===== config.mk =====
export PLATFORM = sky130hd
export DESIGN_NAME = msdap_frame_rx
export DESIGN_NICKNAME = d
export VERILOG_FILES = /design/src/rtl/msdap_pkg.sv /design/src/rtl/msdap_edge_sync.sv /design/src/rtl/msdap_frame_rx.sv
export SDC_FILE = /design/constraint.sdc
export NUM_CORES = 1
export LEC_CHECK = 0
export CAP_MARGIN = 20
export CORE_MARGIN = 2
export CORE_UTILIZATION = 52
export DETAILED_ROUTE_END_ITERATION = 10
export PLACE_DENSITY = 0.85
export SLEW_MARGIN = 20
export SYNTH_ARGS = -nofsm -noshare
export SYNTH_HDL_FRONTEND = slang
export SYNTH_SLANG_ARGS = --single-unit
export TNS_END_PERCENT = 5

===== constraint.sdc =====
create_clock -name sClk -period 2.9 [get_ports sClk]
set_clock_uncertainty 0.15 [all_clocks]
set_input_delay 0.58 -clock sClk [delete_from_list [all_inputs] [get_ports sClk]]
set_output_delay 0.58 -clock sClk [all_outputs]
set_load 0.02 [all_outputs]

===== src/rtl/msdap_pkg.sv =====
// rtl/msdap_pkg.sv - shared MSDAP states, phases and default sizes
package msdap_pkg;

    localparam int DEF_WORD_W      = 16;
    localparam int DEF_RJ_COUNT    = 16;
    localparam int DEF_COEFF_COUNT = 512;
    localparam int DEF_SLEEP_ZEROS = 800;

    typedef enum logic [2:0] {
        ST_IDLE,
        ST_WAIT_RJ,
        ST_RJ,
        ST_COEFF,
        ST_DATA,
        ST_SLEEP
    } state_e;

    localparam logic [1:0] PHASE_RJ    = 2'd0;
    localparam logic [1:0] PHASE_COEFF = 2'd1;
    localparam logic [1:0] PHASE_DATA  = 2'd2;
    localparam logic [1:0] PHASE_NONE  = 2'd3;

    // SLEEP is still the data phase: words keep streaming, only dataValid is gated.
    function automatic logic [1:0] state_phase(input state_e s);
        case (s)
            ST_RJ:             return PHASE_RJ;
            ST_COEFF:          return PHASE_COEFF;
            ST_DATA, ST_SLEEP: return PHASE_DATA;
            default:           return PHASE_NONE;
        endcase
    endfunction

endpackage


===== src/rtl/msdap_edge_sync.sv =====
// rtl/msdap_edge_sync.sv - dClk synchroniser, rising-edge strobe and matched frame/data delay
module msdap_edge_sync #(
    parameter int CHANNELS = 2
) (
    input  logic                clk_i,
    input  logic                reset_i,
    input  logic                dclk_i,
    input  logic                frame_i,
    input  logic [CHANNELS-1:0] data_i,
    output logic                strobe_o,
    output logic                frame_o,
    output logic [CHANNELS-1:0] data_o
);

    logic [2:0]                dclk_q;
    logic [1:0]                frame_q;
    logic [1:0][CHANNELS-1:0]  data_q;
    logic                      strobe_q;
    logic                      frame_out_q;
    logic [CHANNELS-1:0]       data_out_q;

    // frame/data take the same two sync stages as dClk so they line up with the strobe.
    always_ff @(posedge clk_i) begin
        if (reset_i) begin
            dclk_q      <= '0;
            frame_q     <= '0;
            data_q      <= '0;
            strobe_q    <= 1'b0;
            frame_out_q <= 1'b0;
            data_out_q  <= '0;
        end else begin
            dclk_q      <= {dclk_q[1:0], dclk_i};
            frame_q     <= {frame_q[0], frame_i};
            data_q      <= {data_q[0], data_i};
            strobe_q    <= dclk_q[1] & ~dclk_q[2];
            frame_out_q <= frame_q[1];
            data_out_q  <= data_q[1];
        end
    end

    assign strobe_o = strobe_q;
    assign frame_o  = frame_out_q;
    assign data_o   = data_out_q;

endmodule


===== src/rtl/msdap_frame_rx.sv =====
// rtl/msdap_frame_rx.sv - MSDAP serial frame receiver: Rj/coeff/data classification and sleep detect
module msdap_frame_rx
    import msdap_pkg::*;
#(
    parameter int WORD_W      = DEF_WORD_W,
    parameter int CHANNELS    = 2,
    parameter int RJ_COUNT    = DEF_RJ_COUNT,
    parameter int COEFF_COUNT = DEF_COEFF_COUNT,
    parameter int SLEEP_ZEROS = DEF_SLEEP_ZEROS
) (
    input  logic                               sClk,
    input  logic                               reset,
    input  logic                               start,
    input  logic                               flush,
    input  logic                               dClk,
    input  logic                               frame,
    input  logic [CHANNELS-1:0]                inData,
    output logic                               inReady,
    output logic                               rjValid,
    output logic                               coeffValid,
    output logic                               dataValid,
    output logic [CHANNELS*WORD_W-1:0]         wordOut,
    output logic [$clog2(COEFF_COUNT)-1:0]     wordIndex,
    output logic                               sleep,
    output logic                               frameErr
);

    localparam int IDX_W = $clog2(COEFF_COUNT);
    localparam int ZC_W  = $clog2(SLEEP_ZEROS + 1);
    localparam int BC_W  = $clog2(WORD_W);
    localparam logic [BC_W-1:0]  BIT_MSB  = BC_W'(WORD_W - 1);
    localparam logic [IDX_W-1:0] RJ_LAST  = IDX_W'(RJ_COUNT - 1);
    localparam logic [IDX_W-1:0] CO_LAST  = IDX_W'(COEFF_COUNT - 1);
    localparam logic [ZC_W-1:0]  ZC_LAST  = ZC_W'(SLEEP_ZEROS - 1);

    logic                s_strobe;
    logic                s_frame;
    logic [CHANNELS-1:0] s_data;

    msdap_edge_sync #(.CHANNELS(CHANNELS)) u_sync (
        .clk_i    (sClk),
        .reset_i  (reset),
        .dclk_i   (dClk),
        .frame_i  (frame),
        .data_i   (inData),
        .strobe_o (s_strobe),
        .frame_o  (s_frame),
        .data_o   (s_data)
    );

    state_e                             state_q, state_d;
    logic [BC_W-1:0]                    bitcnt_q, bitcnt_d;
    logic [CHANNELS-1:0][WORD_W-2:0]    shreg_q, shreg_d;
    logic [IDX_W-1:0]                   idx_q, idx_d;
    logic [ZC_W-1:0]                    zcnt_q, zcnt_d;
    logic                               need_frame_q, need_frame_d;
    logic [CHANNELS*WORD_W-1:0]         word_q, word_d;
    logic [IDX_W-1:0]                   windex_q, windex_d;
    logic                               sleep_q, sleep_d;
    logic                               rj_v_q, rj_v_d, co_v_q, co_v_d, da_v_q, da_v_d;
    logic                               ferr_q, ferr_d;
    logic [CHANNELS-1:0][WORD_W-1:0]    next_word;
    logic                               all_zero;

    always_comb begin
        state_d      = state_q;
        bitcnt_d     = bitcnt_q;
        shreg_d      = shreg_q;
        idx_d        = idx_q;
        zcnt_d       = zcnt_q;
        need_frame_d = need_frame_q;
        word_d       = word_q;
        windex_d     = windex_q;
        sleep_d      = sleep_q;
        rj_v_d       = 1'b0;
        co_v_d       = 1'b0;
        da_v_d       = 1'b0;
        ferr_d       = 1'b0;
        for (int c = 0; c < CHANNELS; c++) begin
            next_word[c] = {shreg_q[c], s_data[c]};
        end
        all_zero = (next_word == '0);

        case (state_q)
            ST_IDLE: begin
                if (start) state_d = ST_WAIT_RJ;
            end
            ST_WAIT_RJ: begin
                if (s_strobe && s_frame) begin
                    for (int c = 0; c < CHANNELS; c++) shreg_d[c] = next_word[c][WORD_W-2:0];
                    bitcnt_d = BIT_MSB - 1'b1;
                    idx_d    = '0;
                    state_d  = ST_RJ;
                end
            end
            default: begin
                if (flush && state_phase(state_q) == PHASE_DATA) begin
                    state_d      = ST_DATA;
                    bitcnt_d     = BIT_MSB;
                    zcnt_d       = '0;
                    idx_d        = '0;
                    sleep_d      = 1'b0;
                    need_frame_d = 1'b1;
                end else if (s_strobe && (s_frame || !need_frame_q)) begin
                    need_frame_d = 1'b0;
                    for (int c = 0; c < CHANNELS; c++) shreg_d[c] = next_word[c][WORD_W-2:0];
                    if (s_frame && bitcnt_q != BIT_MSB) begin
                        // Misframed bit restarts the word as its MSB.
                        ferr_d   = 1'b1;
                        bitcnt_d = BIT_MSB - 1'b1;
                    end else if (bitcnt_q != '0) begin
                        bitcnt_d = bitcnt_q - 1'b1;
                    end else begin
                        bitcnt_d = BIT_MSB;
                        word_d   = next_word;
                        windex_d = idx_q;
                        idx_d    = idx_q + 1'b1;
                        case (state_phase(state_q))
                            PHASE_RJ: begin
                                rj_v_d = 1'b1;
                                if (idx_q == RJ_LAST) begin
                                    state_d = ST_COEFF;
                                    idx_d   = '0;
                                end
                            end
                            PHASE_COEFF: begin
                                co_v_d = 1'b1;
                                if (idx_q == CO_LAST) begin
                                    state_d = ST_DATA;
                                    idx_d   = '0;
                                end
                            end
                            default: begin
                                if (!all_zero) begin
                                    zcnt_d  = '0;
                                    da_v_d  = 1'b1;
                                    sleep_d = 1'b0;
                                    state_d = ST_DATA;
                                end else if (state_q == ST_DATA) begin
                                    da_v_d = 1'b1;
                                    zcnt_d = zcnt_q + 1'b1;
                                    if (zcnt_q == ZC_LAST) begin
                                        state_d = ST_SLEEP;
                                        sleep_d = 1'b1;
                                    end
                                end
                            end
                        endcase
                    end
                end
            end
        endcase
    end

    always_ff @(posedge sClk) begin
        if (reset) begin
            state_q      <= ST_IDLE;
            bitcnt_q     <= BIT_MSB;
            shreg_q      <= '0;
            idx_q        <= '0;
            zcnt_q       <= '0;
            need_frame_q <= 1'b0;
            word_q       <= '0;
            windex_q     <= '0;
            sleep_q      <= 1'b0;
            rj_v_q       <= 1'b0;
            co_v_q       <= 1'b0;
            da_v_q       <= 1'b0;
            ferr_q       <= 1'b0;
        end else begin
            state_q      <= state_d;
            bitcnt_q     <= bitcnt_d;
            shreg_q      <= shreg_d;
            idx_q        <= idx_d;
            zcnt_q       <= zcnt_d;
            need_frame_q <= need_frame_d;
            word_q       <= word_d;
            windex_q     <= windex_d;
            sleep_q      <= sleep_d;
            rj_v_q       <= rj_v_d;
            co_v_q       <= co_v_d;
            da_v_q       <= da_v_d;
            ferr_q       <= ferr_d;
        end
    end

    assign inReady    = (state_q != ST_IDLE);
    assign rjValid    = rj_v_q;
    assign coeffValid = co_v_q;
    assign dataValid  = da_v_q;
    assign wordOut    = word_q;
    assign wordIndex  = windex_q;
    assign sleep      = sleep_q;
    assign frameErr   = ferr_q;

endmodule

==> results of run 1 <==
## registers in the layout, indices dropped and copies added (netlist names), 2 cells and up
register        flops
state_q             3
idx_q               9
wordOut            32
u_sync.data_q       4
zcnt_q             10
u_sync.dclk_q       3
u_sync.data_o       2
wordIndex           9
next_word          30
bitcnt_q            4
u_sync.frame_q      2
## layout by cell type, fill, tap and decap left out, types with 4 or more instances in the layout
cell             instances
clkdlybuf4s50_1         53
xnor2_1                  4
o21ai_0                  6
and3_1                   6
dfxtp_1                115
a211oi_1                 6
ha_1                     5
a31oi_1                  8
nor3_1                  15
nand3_1                 12
inv_1                    7
nand2b_1                 6
nor2_1                  15
clkinv_2                 4
nand4_1                  8
clkbuf_16               16
nor2b_1                 19
nand2_1                168
a21oi_1                 81
clkinv_4                 4
buf_4                    9
nor4_1                  11
## per-layer routing
layer / global-route usage [%] / vias up
li1: - / 2107
met1: 27.1 / 2051
met2: 37.7 / 154
met3: 5.71 / 28
met4: 12.3 / 0
met5: 0 / -
## critical path, cell delays in order (launching register included)
cell and delay (ns):
dfxtp_1 0.45, or3_1 0.44, clkdlybuf4s50_1 0.56
## final cells by class
cell class	instances	share of cell area, %
Tap cell	111	2.32
Sequential cell	116	38.7
Inverter	7	0.438
Multi-Input combinational cell	425	38.0
Timing Repair Buffer	64	10.6
Clock buffer	17	6.91
Clock inverter	15	2.98
## synth_stat cells, types with 7 or more instances
cell | number | area, um^2
clkbuf_1 | 16 | 60.1
nand3_1 | 12 | 60.1
nor4_1 | 11 | 68.8
nor3_1 | 15 | 75.1
dfxtp_1 | 116 | 2320
nand4_1 | 8 | 50.1
nor2b_1 | 19 | 119
buf_2 | 14 | 70.1
inv_1 | 7 | 26.3
nand2_1 | 168 | 631
nor2_1 | 15 | 56.3
a31oi_1 | 8 | 50.1
a21oi_1 | 81 | 405
## power by group through the flow
| stage | Clock [W] | Combinational, W | Sequential (W) |
|---|---|---|---|
| detailed placement | 0 | 0.000122 | 0.00164 |
| finish | 0.00207 | 0.000126 | 0.00161 |
| global route | 0.00216 | 0.000135 | 0.00161 |
| global placement | 0 | 0.000119 | 0.00164 |
| floorplan | 0 | 0.0000817 | 0.00164 |
| CTS | 0.00210 | 0.000124 | 0.00161 |
## cell families after synthesis
logic type      after synthesis  share of synthesized area (%)
simple gates                279                           27.7
xor+xnor                      7                           1.27
buf+inv                      42                           4.42
flops                       116                           48.3
fa+ha+maj                     5                           1.30
mux                           3                          0.624
compound gates              131                           16.4
## worst max-delay path by stage
stage	slack [ns]	depth (start not counted)	to	start
2_1_floorplan	0.75	8	idx_q[1]$_SDFFE_PP0P_	idx_q[4]$_SDFFE_PP0P_
3_3_place_gp	0.32	6	idx_q[6]$_SDFFE_PP0P_	flush
3_5_place_dp	0.20	6	idx_q[2]$_SDFFE_PP0P_	flush
4_1_cts	0.05	2	inReady	state_q[2]$_SDFFE_PP0P_
5_1_grt	0.15	2	inReady	state_q[1]$_SDFFE_PP0P_
6_report	0.20	2	inReady	state_q[1]$_SDFFE_PP0P_
## metrics by stage
stage	cell area, um^2	setup WS, ns	hold slack, ns
2_1_floorplan	4810	0.746	0.217
3_3_place_gp	5400	0.318	0.225
3_5_place_dp	5400	0.204	0.228
4_1_cts	6000	0.0470	0.236
5_1_grt	6000	0.154	0.255
6_report	6000	0.197	0.234
## what timing repair did
action / 4_1_cts / 5_1_grt
setup endpoints to repair: 0 / 1
gates resized for setup: 0 / 1
hold buffers: 0 / 0
==> metrics.txt, run 1 <==
# TYPE chip_impl_metric gauge
chip_impl_metric{name="maxCapViolations",unit=""} 0
chip_impl_metric{name="power.sequential.fraction",unit="%"} 42.2
chip_impl_metric{name="metal3_wl",unit="um"} 541
chip_impl_metric{name="fillerInstances",unit=""} 734
chip_impl_metric{name="design_power_total",unit="W"} 0.00381
chip_impl_metric{name="synth-seq-cells",unit=""} 116
chip_impl_metric{name="drt_wl_total",unit="mm"} 11.2
chip_impl_metric{name="final.period_utilization",unit="%"} 93.2
chip_impl_metric{name="power.density",unit="nW/um^2"} 635
chip_impl_metric{name="net-switching-power",unit="W"} 0.000846
chip_impl_metric{name="setup_viol",unit=""} 0
chip_impl_metric{name="floorplan.initialDensity",unit="%"} 52.8
chip_impl_metric{name="timing.reg2reg.worst_path_depth",unit=""} 8
chip_impl_metric{name="grt_max_degree",unit=""} 66
chip_impl_metric{name="synth_cells",unit=""} 583
chip_impl_metric{name="synth_nets",unit=""} 596
chip_impl_metric{name="wl_met2",unit="mm"} 5.45
chip_impl_metric{name="final_net_count",unit=""} 644
chip_impl_info{name="worst_hold_startpoint",value="u_sync.dclk_q[2]$_SDFF_PP0_"} 1
chip_impl_metric{name="finalWeightedCongestion",unit=""} 0.899
chip_impl_info{name="outcome",value="finished, final reports clean"} 1
chip_impl_metric{name="clk_pin_slew",unit="ns"} 0.06
chip_impl_metric{name="placement.io_buffers",unit=""} 54
chip_impl_metric{name="first_iter_violations",unit=""} 431
chip_impl_metric{name="avgRoutedWirePerCell",unit="um"} 14.8
chip_impl_metric{name="worst-endpoint-arrival",unit="ns"} 1.97
chip_impl_metric{name="fmax",unit="MHz"} 370
chip_impl_metric{name="avgSynthCellArea",unit="um^2"} 8.25
chip_impl_metric{name="core_area",unit="um^2"} 9110
chip_impl_metric{name="share_comb_of_total_power",unit="%"} 3.3
chip_impl_metric{name="grt_pass1_vias",unit=""} 4016
chip_impl_metric{name="antenna_violations_before_repair",unit=""} 0
chip_impl_metric{name="numCtsBuffers",unit=""} 17
chip_impl_metric{name="worst_ir_drop_vdd",unit="uV"} 396
chip_impl_metric{name="cp_max_fo",unit=""} 13
chip_impl_metric{name="proportion_of_total_power_due_to_net_switching",unit="%"} 22.2
chip_impl_metric{name="regArea",unit="um^2"} 2320
chip_impl_info{name="worst_r2r_endpoint",value="idx_q[1]$_SDFFE_PP0P_"} 1
chip_impl_info{name="setup.worst_path.class",value="flop to output port"} 1
chip_impl_metric{name="synth_edf_count",unit=""} 0
chip_impl_metric{name="cell_internal_pwr",unit="W"} 0.00296
chip_impl_metric{name="flow.area_growth_from_synthesis",unit="%"} 24.6
chip_impl_metric{name="async_flop_share",unit="%"} 0
chip_impl_info{name="hold_class",value="flop to flop"} 1
chip_impl_metric{name="syn_area",unit="um^2"} 4810
chip_impl_metric{name="grt_overflow_total",unit=""} 0
chip_impl_metric{name="worstMarginPinSlew",unit="ns"} 0.753
chip_impl_info{name="tritoncts_clock_tree",value="built"} 1
chip_impl_metric{name="timing_max_transition_violations_final",unit=""} 0
chip_impl_metric{name="deepest_clock_path_buffer_count",unit=""} 2
chip_impl_metric{name="chipHeight",unit="um"} 100
chip_impl_metric{name="slew_headroom",unit="%"} 49.8
chip_impl_metric{name="synth-seq-area-share",unit="%"} 48.3
chip_impl_info{name="timing.hold.worst_endpoint",value="u_sync.strobe_o$_SDFF_PP0_"} 1
chip_impl_metric{name="dp.cells",unit=""} 723
chip_impl_metric{name="antenna_violating_nets_post_route",unit=""} 0
chip_impl_metric{name="synth.lib_cells_used.distinct",unit=""} 56
chip_impl_info{name="yosys_most_used_dff",value="dfxtp_1"} 1
chip_impl_metric{name="total_number_of_placement_rows",unit=""} 35
chip_impl_metric{name="leakage",unit="nW"} 2.10
chip_impl_metric{name="met1_length",unit="mm"} 4.92
chip_impl_metric{name="final_hold_viol_count",unit=""} 0
chip_impl_info{name="timing.rr.start",value="idx_q[4]$_SDFFE_PP0P_"} 1
chip_impl_metric{name="hpwl",unit="mm"} 6.96
chip_impl_metric{name="chipWidth",unit="um"} 100
chip_impl_metric{name="track_usage",unit="%"} 22.8
chip_impl_info{name="rsz0062_at_grt",value="no"} 1
chip_impl_metric{name="clockPowerShare",unit="%"} 54.5
chip_impl_metric{name="clk_latency",unit="ns"} 0.52
chip_impl_metric{name="io_pins",unit=""} 55
chip_impl_metric{name="post_cts_buffers",unit=""} 0
chip_impl_metric{name="remaining_drc_errors",unit=""} 0
chip_impl_info{name="clk_root_buffer_cell",value="clkbuf_8"} 1
chip_impl_metric{name="grt_first_pass_wirelength",unit="mm"} 18.3
chip_impl_metric{name="die_area",unit="um^2"} 10000
chip_impl_metric{name="setup.reg_to_reg.worst_slack",unit="ns"} 0.51
chip_impl_metric{name="post_layout_nonfiller_instances",unit=""} 755
chip_impl_metric{name="final.min_clock_period",unit="ns"} 2.70
chip_impl_metric{name="synth_warn",unit=""} 0
chip_impl_metric{name="multi_input_area",unit="um^2"} 2280
chip_impl_metric{name="clkSinkCount",unit=""} 116
chip_impl_metric{name="hold_depth",unit=""} 1
chip_impl_metric{name="vias",unit=""} 4340
chip_impl_metric{name="via_per_inst",unit=""} 5.75
chip_impl_metric{name="layout-drive-gt1-share",unit="%"} 9.16
chip_impl_metric{name="clock_tree.htree_level_count",unit=""} 4
chip_impl_info{name="end_kind",value="output port"} 1
chip_impl_metric{name="insertedDiodeCount",unit=""} 0
chip_impl_metric{name="utilization",unit="%"} 65.8
chip_impl_info{name="setup.worst_path.start_class",value="flop"} 1
chip_impl_info{name="dr.max_layer_used",value="met4"} 1
chip_impl_metric{name="finalSetupTns",unit="ns"} 0
chip_impl_metric{name="critical_path_required",unit="ns"} 2.17
chip_impl_metric{name="first_pass_iters",unit=""} 6
No activity file was read; power rests on OpenSTA's default activity.
==> run 2, diff against run 1 <==
Settings changed: CTS_BUF_LIST set to sky130_fd_sc_hd__clkbuf_16.
==> run 2 against run 1 <==
  * Power rose by 1.2%
  * Final cell count did not move
  * Wire length fell by 0.67%
  * Worst hold slack got worse by 0.0015 ns
  * Combinational power barely moved
  * First-iteration DRC count fell by 7.7%
  * Register-to-register slack got worse by 0.05 ns
  * Non-clock buffer count did not move
  * Sequential cell count did not move
  * Critical path depth did not move
  * Largest cell class unchanged
  * Highest routed layer unchanged
==> metrics.txt, run 2 (same netlist as run 1, synthesis figures left out) <==
# TYPE chip_impl_metric gauge
chip_impl_info{name="worst_r2r_endpoint",value="idx_q[2]$_SDFFE_PP0P_"} 1
chip_impl_info{name="hold_class",value="flop to flop"} 1
chip_impl_metric{name="regArea",unit="um^2"} 2320
chip_impl_metric{name="final_hold_viol_count",unit=""} 0
chip_impl_metric{name="final.period_utilization",unit="%"} 94.6
chip_impl_metric{name="worst-endpoint-arrival",unit="ns"} 2.01
chip_impl_info{name="rsz0062_at_grt",value="no"} 1
chip_impl_metric{name="fmax",unit="MHz"} 364
chip_impl_metric{name="clkSinkCount",unit=""} 116
chip_impl_metric{name="hpwl",unit="mm"} 6.96
chip_impl_metric{name="flow.area_growth_from_synthesis",unit="%"} 24.8
chip_impl_info{name="worst_hold_startpoint",value="u_sync.dclk_q[2]$_SDFF_PP0_"} 1
chip_impl_info{name="setup.worst_path.start_class",value="flop"} 1
chip_impl_metric{name="timing_max_transition_violations_final",unit=""} 0
chip_impl_metric{name="maxCapViolations",unit=""} 0
chip_impl_metric{name="grt_max_degree",unit=""} 66
chip_impl_metric{name="number_of_flip_flops_in_the_largest_register",unit=""} 32
chip_impl_metric{name="finalWeightedCongestion",unit=""} 0.899
chip_impl_metric{name="net-switching-power",unit="W"} 0.000851
chip_impl_metric{name="utilization",unit="%"} 65.9
chip_impl_metric{name="io_pins",unit=""} 55
chip_impl_metric{name="final.min_clock_period",unit="ns"} 2.74
chip_impl_metric{name="post_cts_buffers",unit=""} 0
chip_impl_metric{name="drt_wl_total",unit="mm"} 11.1
chip_impl_metric{name="insertedDiodeCount",unit=""} 0
chip_impl_metric{name="multi_input_area",unit="um^2"} 2280
chip_impl_metric{name="avgRoutedWirePerCell",unit="um"} 14.7
chip_impl_metric{name="first_pass_iters",unit=""} 5
chip_impl_metric{name="vias",unit=""} 4312
chip_impl_metric{name="share_comb_of_total_power",unit="%"} 3.2
chip_impl_metric{name="clockPowerShare",unit="%"} 55.0
chip_impl_info{name="mostFrequentLayoutCell",value="nand2_1"} 1
chip_impl_metric{name="layout-drive-gt1-share",unit="%"} 9.01
chip_impl_metric{name="placement.io_buffers",unit=""} 54
chip_impl_metric{name="setup_viol",unit=""} 0
chip_impl_metric{name="numCtsBuffers",unit=""} 17
chip_impl_metric{name="slew_headroom",unit="%"} 49.1
chip_impl_metric{name="chipHeight",unit="um"} 100
chip_impl_metric{name="total_number_of_placement_rows",unit=""} 35
chip_impl_info{name="most-common-layout-cells",value="nand2_1, dfxtp_1, a21oi_1"} 1
chip_impl_metric{name="design_power_total",unit="W"} 0.00385
chip_impl_metric{name="clock_tree.htree_level_count",unit=""} 4
chip_impl_info{name="critical_path.startpoint",value="state_q[2]$_SDFFE_PP0P_"} 1
chip_impl_metric{name="hold_depth",unit=""} 1
chip_impl_metric{name="power.sequential.fraction",unit="%"} 41.7
chip_impl_metric{name="grt_pass1_vias",unit=""} 3972
chip_impl_info{name="timing.hold.worst_endpoint",value="u_sync.strobe_o$_SDFF_PP0_"} 1
chip_impl_metric{name="grt_overflow_total",unit=""} 0
chip_impl_metric{name="antenna_violations_before_repair",unit=""} 0
chip_impl_info{name="tritoncts_clock_tree",value="built"} 1
chip_impl_metric{name="remaining_drc_errors",unit=""} 0
chip_impl_metric{name="cell_internal_pwr",unit="W"} 0.00300
chip_impl_metric{name="grt_first_pass_wirelength",unit="mm"} 18.2
chip_impl_metric{name="final_net_count",unit=""} 644
chip_impl_info{name="outcome",value="finished, final reports clean"} 1
chip_impl_metric{name="post_cts_resize_count",unit=""} 0
chip_impl_metric{name="chipWidth",unit="um"} 100
chip_impl_metric{name="antenna_violating_nets_post_route",unit=""} 0
chip_impl_metric{name="finalSetupTns",unit="ns"} 0
chip_impl_metric{name="clk_pin_slew",unit="ns"} 0.05
chip_impl_metric{name="fillerInstances",unit=""} 727
chip_impl_metric{name="die_area",unit="um^2"} 10000
chip_impl_metric{name="core_area",unit="um^2"} 9110
chip_impl_metric{name="cp_max_fo",unit=""} 21
chip_impl_metric{name="first_iter_violations",unit=""} 398
chip_impl_metric{name="track_usage",unit="%"} 22.6
chip_impl_metric{name="via_per_inst",unit=""} 5.71
chip_impl_info{name="setup.worst_path.class",value="flop to output port"} 1
chip_impl_metric{name="power.density",unit="nW/um^2"} 642
chip_impl_info{name="end_kind",value="output port"} 1
chip_impl_metric{name="worstMarginPinSlew",unit="ns"} 0.764
chip_impl_metric{name="clk_latency",unit="ns"} 0.42
chip_impl_metric{name="setup.reg_to_reg.worst_slack",unit="ns"} 0.46
chip_impl_metric{name="cts_hold_buffers",unit=""} 0
chip_impl_info{name="timing.rr.start",value="state_q[2]$_SDFFE_PP0P_"} 1
chip_impl_metric{name="floorplan.initialDensity",unit="%"} 52.8
chip_impl_metric{name="proportion_of_total_power_due_to_net_switching",unit="%"} 22.1
chip_impl_metric{name="deepest_clock_path_buffer_count",unit=""} 2
chip_impl_metric{name="worst_hold_slack",unit="ns"} 0.232
chip_impl_metric{name="critical_path_required",unit="ns"} 2.17
chip_impl_metric{name="worst_ir_drop_vdd",unit="uV"} 403
chip_impl_info{name="clk_root_buffer_cell",value="clkbuf_16"} 1
chip_impl_metric{name="leakage",unit="nW"} 2.10
chip_impl_metric{name="timing.reg2reg.worst_path_depth",unit=""} 5
-- run 2: cell counts in the layout (fill, tap and decap cells not counted) --
Identical to the previous run, type by type.
-- run 2: through the flow --
step / std cells / setup WS [ns] / area (um^2)
6_report: 755 / 0.155 / 6010
5_1_grt: 755 / 0.121 / 6010
4_1_cts: 755 / 0.173 / 6010
3_5_place_dp: 723 / 0.204 / 5400
3_3_place_gp: 723 / 0.318 / 5400
2_1_floorplan: 583 / 0.746 / 4810
-- run 2: power by group through the flow --
| stage | Combinational (W) | Clock (W) | Sequential (W) |
|---|---|---|---|
| 2_1_floorplan | 0.0000817 | 0 | 0.00164 |
| 3_3_place_gp | 0.000119 | 0 | 0.00164 |
| 3_5_place_dp | 0.000122 | 0 | 0.00164 |
| 4_1_cts | 0.000124 | 0.00214 | 0.00161 |
| 5_1_grt | 0.000135 | 0.00220 | 0.00161 |
| 6_report | 0.000125 | 0.00212 | 0.00161 |
-- run 2: worst max path at each step --
stage	endpoint	cells past startpoint
5_1_grt	inReady	2
3_3_place_gp	idx_q[6]$_SDFFE_PP0P_	6
2_1_floorplan	idx_q[1]$_SDFFE_PP0P_	8
6_report	inReady	2
3_5_place_dp	idx_q[2]$_SDFFE_PP0P_	6
4_1_cts	inReady	2
-- run 2: per-layer routing --
metal	part of all wire, %	vias up	global-route usage (%)
met5	0	-	0
met4	2.1	0	9.27
met3	5.5	33	6.55
met2	49	155	38.0
met1	43	2019	27.1
li1	-	2105	-
-- run 2: cell type report --
class / instances / area share (%)
Timing Repair Buffer: 64 / 10.6
Clock inverter: 15 / 2.98
Multi-Input combinational cell: 425 / 37.9
Sequential cell: 116 / 38.7
Tap cell: 111 / 2.31
Inverter: 7 / 0.437
Clock buffer: 17 / 7.08
-- run 2: worst max-delay path, cell delays in order, from the launching register on --
cell	delay (ns)
dfxtp_1	0.74
or3_1	0.25
clkdlybuf4s50_1	0.61
